--- config.mk ---
export PLATFORM = sky130hd
export DESIGN_NAME = ring_token_arbiter
export DESIGN_NICKNAME = d
export VERILOG_FILES = /design/src/rtl/ring_token_arbiter.sv
export SDC_FILE = /design/constraint.sdc
export NUM_CORES = 1
export LEC_CHECK = 0
export BUFFER_PORTS_ARGS = -buffer_cell sky130_fd_sc_hd__buf_2
export CAP_MARGIN = 20
export CORE_UTILIZATION = 30
export CTS_CLUSTER_SIZE = 40
export DETAILED_ROUTE_END_ITERATION = 6
export PLACE_DENSITY_LB_ADDON = 0.25
export SYNTH_ARGS = -nofsm -noshare
export SYNTH_HDL_FRONTEND = slang
export SYNTH_SLANG_ARGS = --single-unit
--- constraint.sdc ---
create_clock -name clock -period 7.5 [get_ports clock]
set_input_delay 0 -clock clock [delete_from_list [all_inputs] [get_ports clock]]
set_output_delay 0 -clock clock [all_outputs]
set_load 0.05 [all_outputs]
--- src/rtl/ring_token_arbiter.sv ---
// Four-way round-robin arbiter with a rotating one-hot priority token.
// Define RING_ARB_TIMEOUT_EN to force re-arbitration after MAX_HOLD cycles.
module ring_token_arbiter #(
  parameter int MAX_HOLD = 8
) (
  input  logic       clock,
  input  logic       reset,
  input  logic [3:0] req,
  output logic [3:0] grant,
  output logic [1:0] owner,
  output logic       busy,
  output logic [3:0] token,
  output logic       preempt
);

  typedef enum logic {
    IDLE,
    HELD
  } state_t;

  state_t     state_q, state_d;
  logic [3:0] grant_q, grant_d;
  logic [3:0] token_q, token_d;
  logic [1:0] owner_q, owner_d;
  logic [7:0] cnt_q, cnt_d;
  logic       preempt_q, preempt_d;

  logic       timeout;
  logic [3:0] mask;
  logic [3:0] win;
  logic [1:0] win_idx;
  logic       found;
  logic [1:0] tok_idx;

  if (MAX_HOLD < 2 || MAX_HOLD > 255) begin : g_bad_max_hold
    $error("MAX_HOLD must be within 2..255");
  end

  function automatic logic [1:0] enc(input logic [3:0] v);
    logic [1:0] r;
    r = 2'd0;
    unique case (1'b1)
      v[0]:    r = 2'd0;
      v[1]:    r = 2'd1;
      v[2]:    r = 2'd2;
      v[3]:    r = 2'd3;
      default: r = 2'd0;
    endcase
    return r;
  endfunction

`ifdef RING_ARB_TIMEOUT_EN
  localparam logic [7:0] HOLD_LAST = 8'(MAX_HOLD - 1);

  assign timeout = (state_q == HELD) &&
                   req[owner_q] &&
                   (cnt_q == HOLD_LAST);
`else
  assign timeout = 1'b0;
`endif

  // on a timeout the current owner sits out this arbitration
  assign mask    = timeout ? (req & ~grant_q) : req;
  assign tok_idx = enc(token_q);

  always_comb begin
    logic [1:0] pos;
    win     = '0;
    win_idx = '0;
    found   = 1'b0;
    pos     = '0;
    for (int k = 0; k < 4; k++) begin
      pos = tok_idx + 2'(k);
      if (!found && mask[pos]) begin
        found      = 1'b1;
        win_idx    = pos;
        win[pos]   = 1'b1;
      end
    end
  end

  always_comb begin
    state_d   = state_q;
    grant_d   = grant_q;
    owner_d   = owner_q;
    token_d   = token_q;
    preempt_d = 1'b0;
    cnt_d     = cnt_q;
    if (state_q == HELD && cnt_q != 8'hFF)
      cnt_d = cnt_q + 8'd1;

    unique case (state_q)
      IDLE: begin
        if (found) begin
          state_d = HELD;
          grant_d = win;
          owner_d = win_idx;
          token_d = {win[2:0], win[3]};
          cnt_d   = '0;
        end
      end
      HELD: begin
        if (!req[owner_q]) begin
          if (found) begin
            grant_d = win;
            owner_d = win_idx;
            token_d = {win[2:0], win[3]};
            cnt_d   = '0;
          end else begin
            state_d = IDLE;
            grant_d = '0;
            cnt_d   = '0;
          end
        end else if (timeout) begin
          cnt_d = '0;
          if (found) begin
            grant_d   = win;
            owner_d   = win_idx;
            token_d   = {win[2:0], win[3]};
            preempt_d = 1'b1;
          end
        end
      end
      default: begin
        state_d = IDLE;
        grant_d = '0;
      end
    endcase
  end

  always_ff @(posedge clock) begin
    if (reset) begin
      state_q   <= IDLE;
      grant_q   <= '0;
      owner_q   <= '0;
      token_q   <= 4'b0001;
      cnt_q     <= '0;
      preempt_q <= 1'b0;
    end else begin
      state_q   <= state_d;
      grant_q   <= grant_d;
      owner_q   <= owner_d;
      token_q   <= token_d;
      cnt_q     <= cnt_d;
      preempt_q <= preempt_d;
    end
  end

  assign grant   = grant_q;
  assign owner   = owner_q;
  assign busy    = (state_q == HELD);
  assign token   = token_q;
  assign preempt = preempt_q;

endmodule

==> Word level (Yosys, flattened, before mapping) <==
Index checks and enable logic that the tools add are counted.
{ "totals": {"elab_cells": 77, "out_inout_bits": 12, "inputBits": 6, "regBits": 11} }
{ "classes": {"add_sub_neg": 3, "n_eq_ne": 2, "muxes": 44, "bitwise": 4, "n_reduce_logical": 11, "order_cmp": 9} }
{ "ops": {"columns": ["operator", "count"], "rows": [
  ["$mux 4", 9],
  ["$pmux 4 s2", 2],
  ["$lt 2x3->1 const B", 5],
  ["$mux 1", 15],
  ["$mux 2", 6],
  ["$or 4x4->4", 3],
  ["$bmux 1 s2", 5],
  ["$demux 1 s2", 4],
  ["$ge 2x1->1 const B", 4],
  ["$logic_and 1x1->1", 7],
  ["$pmux 2 s3", 1],
  ["$add 2x2->2 const B", 2],
  ["$ne 2x2->1 const B", 2],
  ["$pmux 2 s2", 1],
  ["$logic_not 1->1", 3],
  ["$add 2x1->2 const B", 1],
  ["$pmux 1 s2", 1],
  ["$reduce_and 2->1", 1],
  ["$not 1->1", 1]
]} }

==> Depth between registers and ports, before layout <==
Gate-level depths: netlist (run 1).
{ "logic_depth": {"word_depth": 16, "mapped_depth": 10, "depth_no_buf": 8} }

==> Worst setup path after synthesis (run 1) <==
Ideal clock, no wire load.
{ "synth_path": {"path_type": "register to register", "start": "reg token_q[3], in the netlist token[3]", "end": "reg token_q[0], in the netlist token[0]", "setup_slack_ns": 4.471, "t_arrival_ns": 2.898, "t_required_ns": 7.369, "setup_time_ns": 0.131, "path_stages_with_launch": 10, "synth_period_minus_slack_ns": 3.029, "path_buffers": 1, "cell_sequence": "dfxtp_1 > nor2_1 > ha_1 > mux2_2 > mux2_2 > nand3b_1 > o21a_1 > buf_6 > nor3_2 > a31oi_2"} }
{ "synth_between": {"elab_chain_len": 16, "elab_cells_between_ends": 52, "cone_classes": "3 x add/sub; 8 x order compare; 28 x mux; 3 x bitwise; 10 x reduce/logical"} }
{ "synth_rtl": {"columns": ["element", "line_no", "source"], "rows": [
  ["from (decl)", "23", "logic [3:0] token_q, token_d;"],
  ["from (signal assigned)", "143", "token_q <= token_d;"],
  ["$pmux 2 s3 (*)", "42", "unique case (1'b1)"],
  ["branches (longest 12 deep; another with $lt 2x3->1)", null, null],
  ["$mux 4 (*)", "94, 104", null],
  ["$mux 4", "103", "if (!req[owner_q]) begin"],
  ["$pmux 4 s2 (*)", "92", "unique case (state_q)"]
]} }
Every way passes the cells marked *. The select of a mux whose other input is x is not followed.
A chain may end at the register's enable or synchronous reset.

==> Worst setup path after layout (run 1) <==
{ "layout_path": {"start": "reg token_q[1], in the netlist token[1]", "end": "reg owner_q[1], in the netlist owner[1]"} }
{ "layout_between": {"elab_chain_len": 16, "elab_cells_between_ends": 29, "cone_classes": "3 x add/sub; 20 x mux; 6 x reduce/logical"} }
{ "layout_rtl": {"columns": ["element", "line_no", "source"], "rows": [
  ["$pmux 2 s3 (*)", "42", null],
  ["branches (longest 12 deep; another with $add 2x1->2)", null, null],
  ["$mux 2 (*)", "94, 104", null],
  ["$mux 2", "103", null],
  ["$pmux 2 s2 (*)", "92", null],
  ["to (signal assigned)", "142", "owner_q <= owner_d;"],
  ["to (decl)", "24", "logic [1:0] owner_q, owner_d;"]
]} }
Marked as above.

==> results of run 1 <==
-- cell type report --
class	count	share of cell area (%)
clock buffer	4	2.55
sequential	11	21.3
inverter	5	1.82
timing repair buffer	16	7.76
tap	31	3.76
multi-input combinational	91	62.8
-- Yosys cell counts, types with 2 or more instances --
master / n
mux4_2: 3
a221oi_1: 2
nand2_1: 17
inv_1: 4
a21oi_1: 7
buf_6: 2
ha_1: 4
o21ai_1: 8
clkbuf_1: 3
dfxtp_1: 11
nand3_1: 3
nor3b_1: 2
o21a_1: 3
nor2_1: 7
mux2i_1: 2
mux2_2: 3
o221ai_1: 2
o21ai_0: 7
nand2b_1: 2
nor2b_1: 2
-- layout by cell type (no fill, tap or decap), types with 2 or more instances in the layout --
cell      netlist  routed
a21oi_1         7       7
a221oi_1        2       2
buf_2           1      16
clkbuf_4        0       3
dfxtp_1        11      11
ha_1            4       4
inv_1           4       4
mux2_2          3       3
mux2i_1         2       2
mux4_2          3       3
nand2_1        17      17
nand2b_1        2       2
nand3_1         3       3
nor2_1          7       7
nor2b_1         2       2
nor3b_1         2       2
o21a_1          3       3
o21ai_0         7       7
o21ai_1         8       8
o221ai_1        2       2
-- how the worst min path moves through the flow --
stage	startpoint	to	slack [ns]	cells past startpoint
finish	reset	token[0]	0.08	3
global route	reset	token[0]	0.08	3
CTS	reset	token[0]	0.08	3
floorplan	reset	token[0]	0.17	2
detailed placement	reset	token[0]	0.36	3
global placement	reset	token[0]	0.34	3
-- stage by stage --
stage | util, % | cell area, um^2 | total power (uW) | hold WS (ns) | instances
floorplan | - | 933 | 417 | 0.173 | 114
global placement | 35.3 | 1010 | 473 | 0.344 | 154
detailed placement | 35.3 | 1010 | 477 | 0.357 | 154
CTS | 36.2 | 1030 | 518 | 0.0782 | 158
global route | 36.2 | 1030 | 561 | 0.0826 | 158
finish | 36.2 | 1030 | 519 | 0.0789 | 158
-- cells by family after synthesis --
| logic type | after synthesis | synth area share, % |
|---|---|---|
| adders and majority gates | 4 | 5.36 |
| buffers and inverters | 12 | 6.97 |
| other | 1 | 0.402 |
| muxes | 9 | 14.2 |
| and+or+nand+nor | 40 | 20.9 |
| AOI/OAI and AO/OA | 37 | 28.6 |
| DFF | 11 | 23.6 |
-- power by group --
part / internal [uW] / total, uW / switching (uW)
logic: 129 / 375 / 246
clock network: 20.6 / 40.7 / 20.2
registers: 80.4 / 103 / 22.7
total: 230 / 519 / 289
-- layer usage --
layer  global-route usage, %  share of wire, %  vias up
li1                        -                 -      442
met1                    20.9                50      428
met2                    21.4                47       25
met3                    1.34               3.7        0
met4                    4.42                 0        0
met5                       0                 0        -
-- flip-flops by register name, indices dropped and copies added (netlist names) --
| register | count |
|---|---|
| owner | 2 |
| grant | 4 |
| token | 4 |
| busy | 1 |
-- worst register-to-register path, delay by kind of cell (launching register included) --
kind,cells,cell delay (ns)
DFF,1,0.43
and+or+nand+nor,2,0.68
AOI/OAI and AO/OA,3,0.73
adders and majority gates,1,0.47
muxes,2,0.71
==> flow_summary.yaml, run 1 <==
power_and_ir_drop:
  worst_ir_drop_vdd_mv: 0.156
  leakage_uw: 0.000436
  powerDensity_nw_per_um2: 502
finish:
  n_fill_cell: 296
  areaGrowthSynthToFinish_pct: 10.6
  multi_input_area_um2: 648
  seq_area_um2: 220
  drive_above_1_share_pct: 25.2
  antenna_cells: 0
  fin_nets: 138
setup_path:
  regToRegSetupSlack_ns: 4.38
  path_common_cell: "mux2_2"
  crit_fanout: 12
  crit_arrival_ns: 3.28
  regToRegEndpoint: "owner[1]"
  rr_startpoint: "token[1]"
  crit_buf_inv: 0
  path_class: "reg2reg"
  worst_path_max_delay_cell: "ha_1"
  crit_cells: 8
  cp-start-kind: "flip-flop"
  critPathCaptureType: "flip-flop"
  ff2ff_path_depth: 8
  required_ns: 7.66
  startpoint: "token[1]"
  setup.worst_path.end: "owner[1]"
  cpLargestDelayFamily: "compound AO/OA/AOI/OAI gates"
  crit_chain: "or2_1 -> ha_1 -> mux2_2 -> mux2_2 -> nand3b_1 -> o21a_1 -> o221ai_1 -> a31oi_1"
  slowest_delay_ns: 0.47
hold_path:
  min_path_type: "in2reg"
clock_tree:
  htree_num_levels: 1
  clock_sinks: 11
  postCtsSetupBuffers: 0
  root_buffer: "clkbuf_4"
  cts-hold-fix-buffers: 0
  clockBufferDepth: 2
  cts_tree: "yes"
  cts_resized: 0
  clk_latency_ns: 0.27
  cts_buffers: 3
  clk_pin_slew_ns: 0.07
sta:
  finalSetupViolations: 0
  finalMaxSlewViolations: 0
  fin_tns_setup_ns: 0
  fmax_mhz: 321
  setup_ws_ns: 4.38
  finalHoldViolCount: 0
  min_period_ns: 3.12
  relSlewSlack_pct: 62.3
  period_share_pct: 41.5
  fin_worst_skew_ns: 0.00743
  rsz0062_at_grt: "no"
  worst_slew_pin_slew_ns: 0.563
drt:
  drt_iter0_markers: 42
  ant_nets: 0
  vias: 895
  routed_wl_um: 2230
  vias_per_cell: 5.66
  firstDrtPassIters: 7
  drc_errors: 2
  wire_per_inst_um: 14.1
logic_synthesis:
  synth_area_leaders: "dfxtp_1 24%, mux4_2 7.2%, nand2_1 6.8%"
  syn-cell-area_um2: 933
  synth_edf_count: 0
  seq_area_frac_synth_pct: 23.6
  synth_top_area_share_pct: 23.6
  ys_seq_elements: 11
  netlist_instances: 114
  syn_nets: 124
  postSynth.asyncResetShare_pct: 0
  synth_top_flop_cell: "dfxtp_1"
  synth.distinct_cells: 40
  synth_area_per_cell_um2: 8.19
  ys_warn_count: 0
  synth_largest_area_cell: "dfxtp_1"
placed_design:
  post-place-ws_ns: 4.43
  dp_hpwl_um: 1700
  port_buffers: 16
  place_congestion: 0.796
floorplan:
  dieArea_um2: 3340
  die_h_um: 57.8
  initial_core_util_pct: 32.7
  core_region_area_um2: 2850
  ios: 18
  fp.dieW_um: 57.8
  floorplan.rows: 19
global_route:
  grt_pass1_wl_um: 3730
  globalRoute.totalOverflow: 0
  antenna_found_initial: 0
  grt_max_degree: 13
  grtUsageTotal_pct: 14.1
  grt_pass1_vias: 774
run_status:
  outcome: "finished with violations"
  failed_checks: "design-rule violations"
flow_run:
  cap_violations: 0
No activity file was read; power rests on OpenSTA's default activity.
==> inputs of run 2 (changes only) <==
- clock period: 7.5 -> 2.6 ns (I/O delays scaled with it)
==> flow_summary.yaml, run 2 (same netlist as run 1, synthesis figures left out) <==
sta:
  min_period_ns: 2.49
  fmax_mhz: 401
  whs_ns: 0.104
  fin_worst_skew_ns: 0.00318
  finalMaxSlewViolations: 0
  finalSetupViolations: 0
  fin_tns_setup_ns: 0
  period_share_pct: 95.9
  finalHoldViolCount: 0
drt:
  wire_per_inst_um: 14.4
  drt_iter0_markers: 39
  routed_wl_um: 2390
  firstDrtPassIters: 6
  ant_nets: 0
  drc_errors: 1
  vias_per_cell: 5.39
  vias: 895
clock_tree:
  postCtsSetupBuffers: 0
  clock_sinks: 11
  cts_buffers: 3
  htree_num_levels: 1
  root_buffer: "clkbuf_4"
  clk_pin_slew_ns: 0.07
  cts-hold-fix-buffers: 0
  cts_resized: 0
  clockBufferDepth: 2
  clk_latency_ns: 0.27
  cts_tree: "yes"
finish:
  layout_common_cells: "17 x nand2_1, 16 x buf_2, 8 x o21ai_1, 8 x dfxtp_1, 8 x buf_4"
  mostFrequentLayoutCell: "nand2_1"
  areaGrowthSynthToFinish_pct: 21.2
  fin_nets: 146
  n_fill_cell: 307
  final_cells: 166
  drive_above_1_share_pct: 34.1
  antenna_cells: 0
setup_path:
  crit_arrival_ns: 2.68
  cp-start-kind: "flip-flop"
  required_ns: 2.79
  path_class: "reg2reg"
  critPathCaptureType: "flip-flop"
  regToRegSetupSlack_ns: 0.11
  crit_fanout: 8
placed_design:
  place_inst: 162
  port_buffers: 16
  place_congestion: 0.829
  dp_hpwl_um: 1860
global_route:
  grtUsageTotal_pct: 14.7
  globalRoute.totalOverflow: 0
  grt_pass1_wl_um: 3880
  grt_max_degree: 13
  grt_pass1_vias: 796
  antenna_found_initial: 0
floorplan:
  die_h_um: 57.8
  fp.dieW_um: 57.8
  floorplan.rows: 19
  initial_core_util_pct: 32.7
  ios: 18
  core_region_area_um2: 2850
  dieArea_um2: 3340
flow_run:
  cap_violations: 0
hold_path:
  min_path_type: "in2reg"
power_and_ir_drop:
  powerDensity_nw_per_um2: 1470
  leakage_uw: 0.000490
  total_power_uw: 1660
  worst_ir_drop_vdd_mv: 0.571
run_status:
  outcome: "finished with violations"
  failed_checks: "design-rule violations"
-- run 2: layout make-up --
cell class	instances	area, um^2	share of cell area (%)
multi-input cells	91	678	60.0
flip-flops and latches	11	229	20.2
repair buffers	24	140	12.4
well taps	31	38.8	3.43
clock buffers	4	26.3	2.32
inverters	5	18.8	1.66
-- run 2: path summary, 6_finish.rpt --
kind,from,to,depth (start not counted)
max,token[3],grant[3],9
min,reset,token[0],3
max reg2reg,token[3],grant[3],9
min reg2reg,grant[0],grant[0],2
-- run 2: worst max-delay path, cell delays in order, from the launching register on --
cell      delay, ns
dfxtp_4        0.37
or2_1          0.25
ha_4           0.33
mux2_2         0.34
mux2_4         0.28
nand3b_1       0.18
buf_4          0.17
o41ai_4        0.30
nand2_1        0.10
o21ai_0        0.09
-- run 2: per-layer routing --
metal | global-route usage (%) | vias up | part of all wire [%]
met5 | 0 | - | 0
met4 | 2.04 | 0 | 0
met3 | 4.46 | 0 | 5.1
met2 | 22.3 | 25 | 46
met1 | 21.3 | 414 | 49
li1 | - | 456 | -
-- run 2: where the power goes --
part / internal [uW] / switching, uW
Clock: 59.4 / 57.4
Combinational: 487 / 764
Sequential: 238 / 56.4
-- run 2: metrics by stage --
| step | util, % | setup slack [ns] | instance area (um^2) |
|---|---|---|---|
| after floorplan | - | -0.00565 | 971 |
| after global placement | 38.7 | 0.136 | 1100 |
| after detailed placement | 38.7 | 0.0840 | 1100 |
| after CTS | 39.6 | 0.0499 | 1130 |
| after global routing | 39.6 | -0.000251 | 1130 |
| final | 39.6 | 0.107 | 1130 |
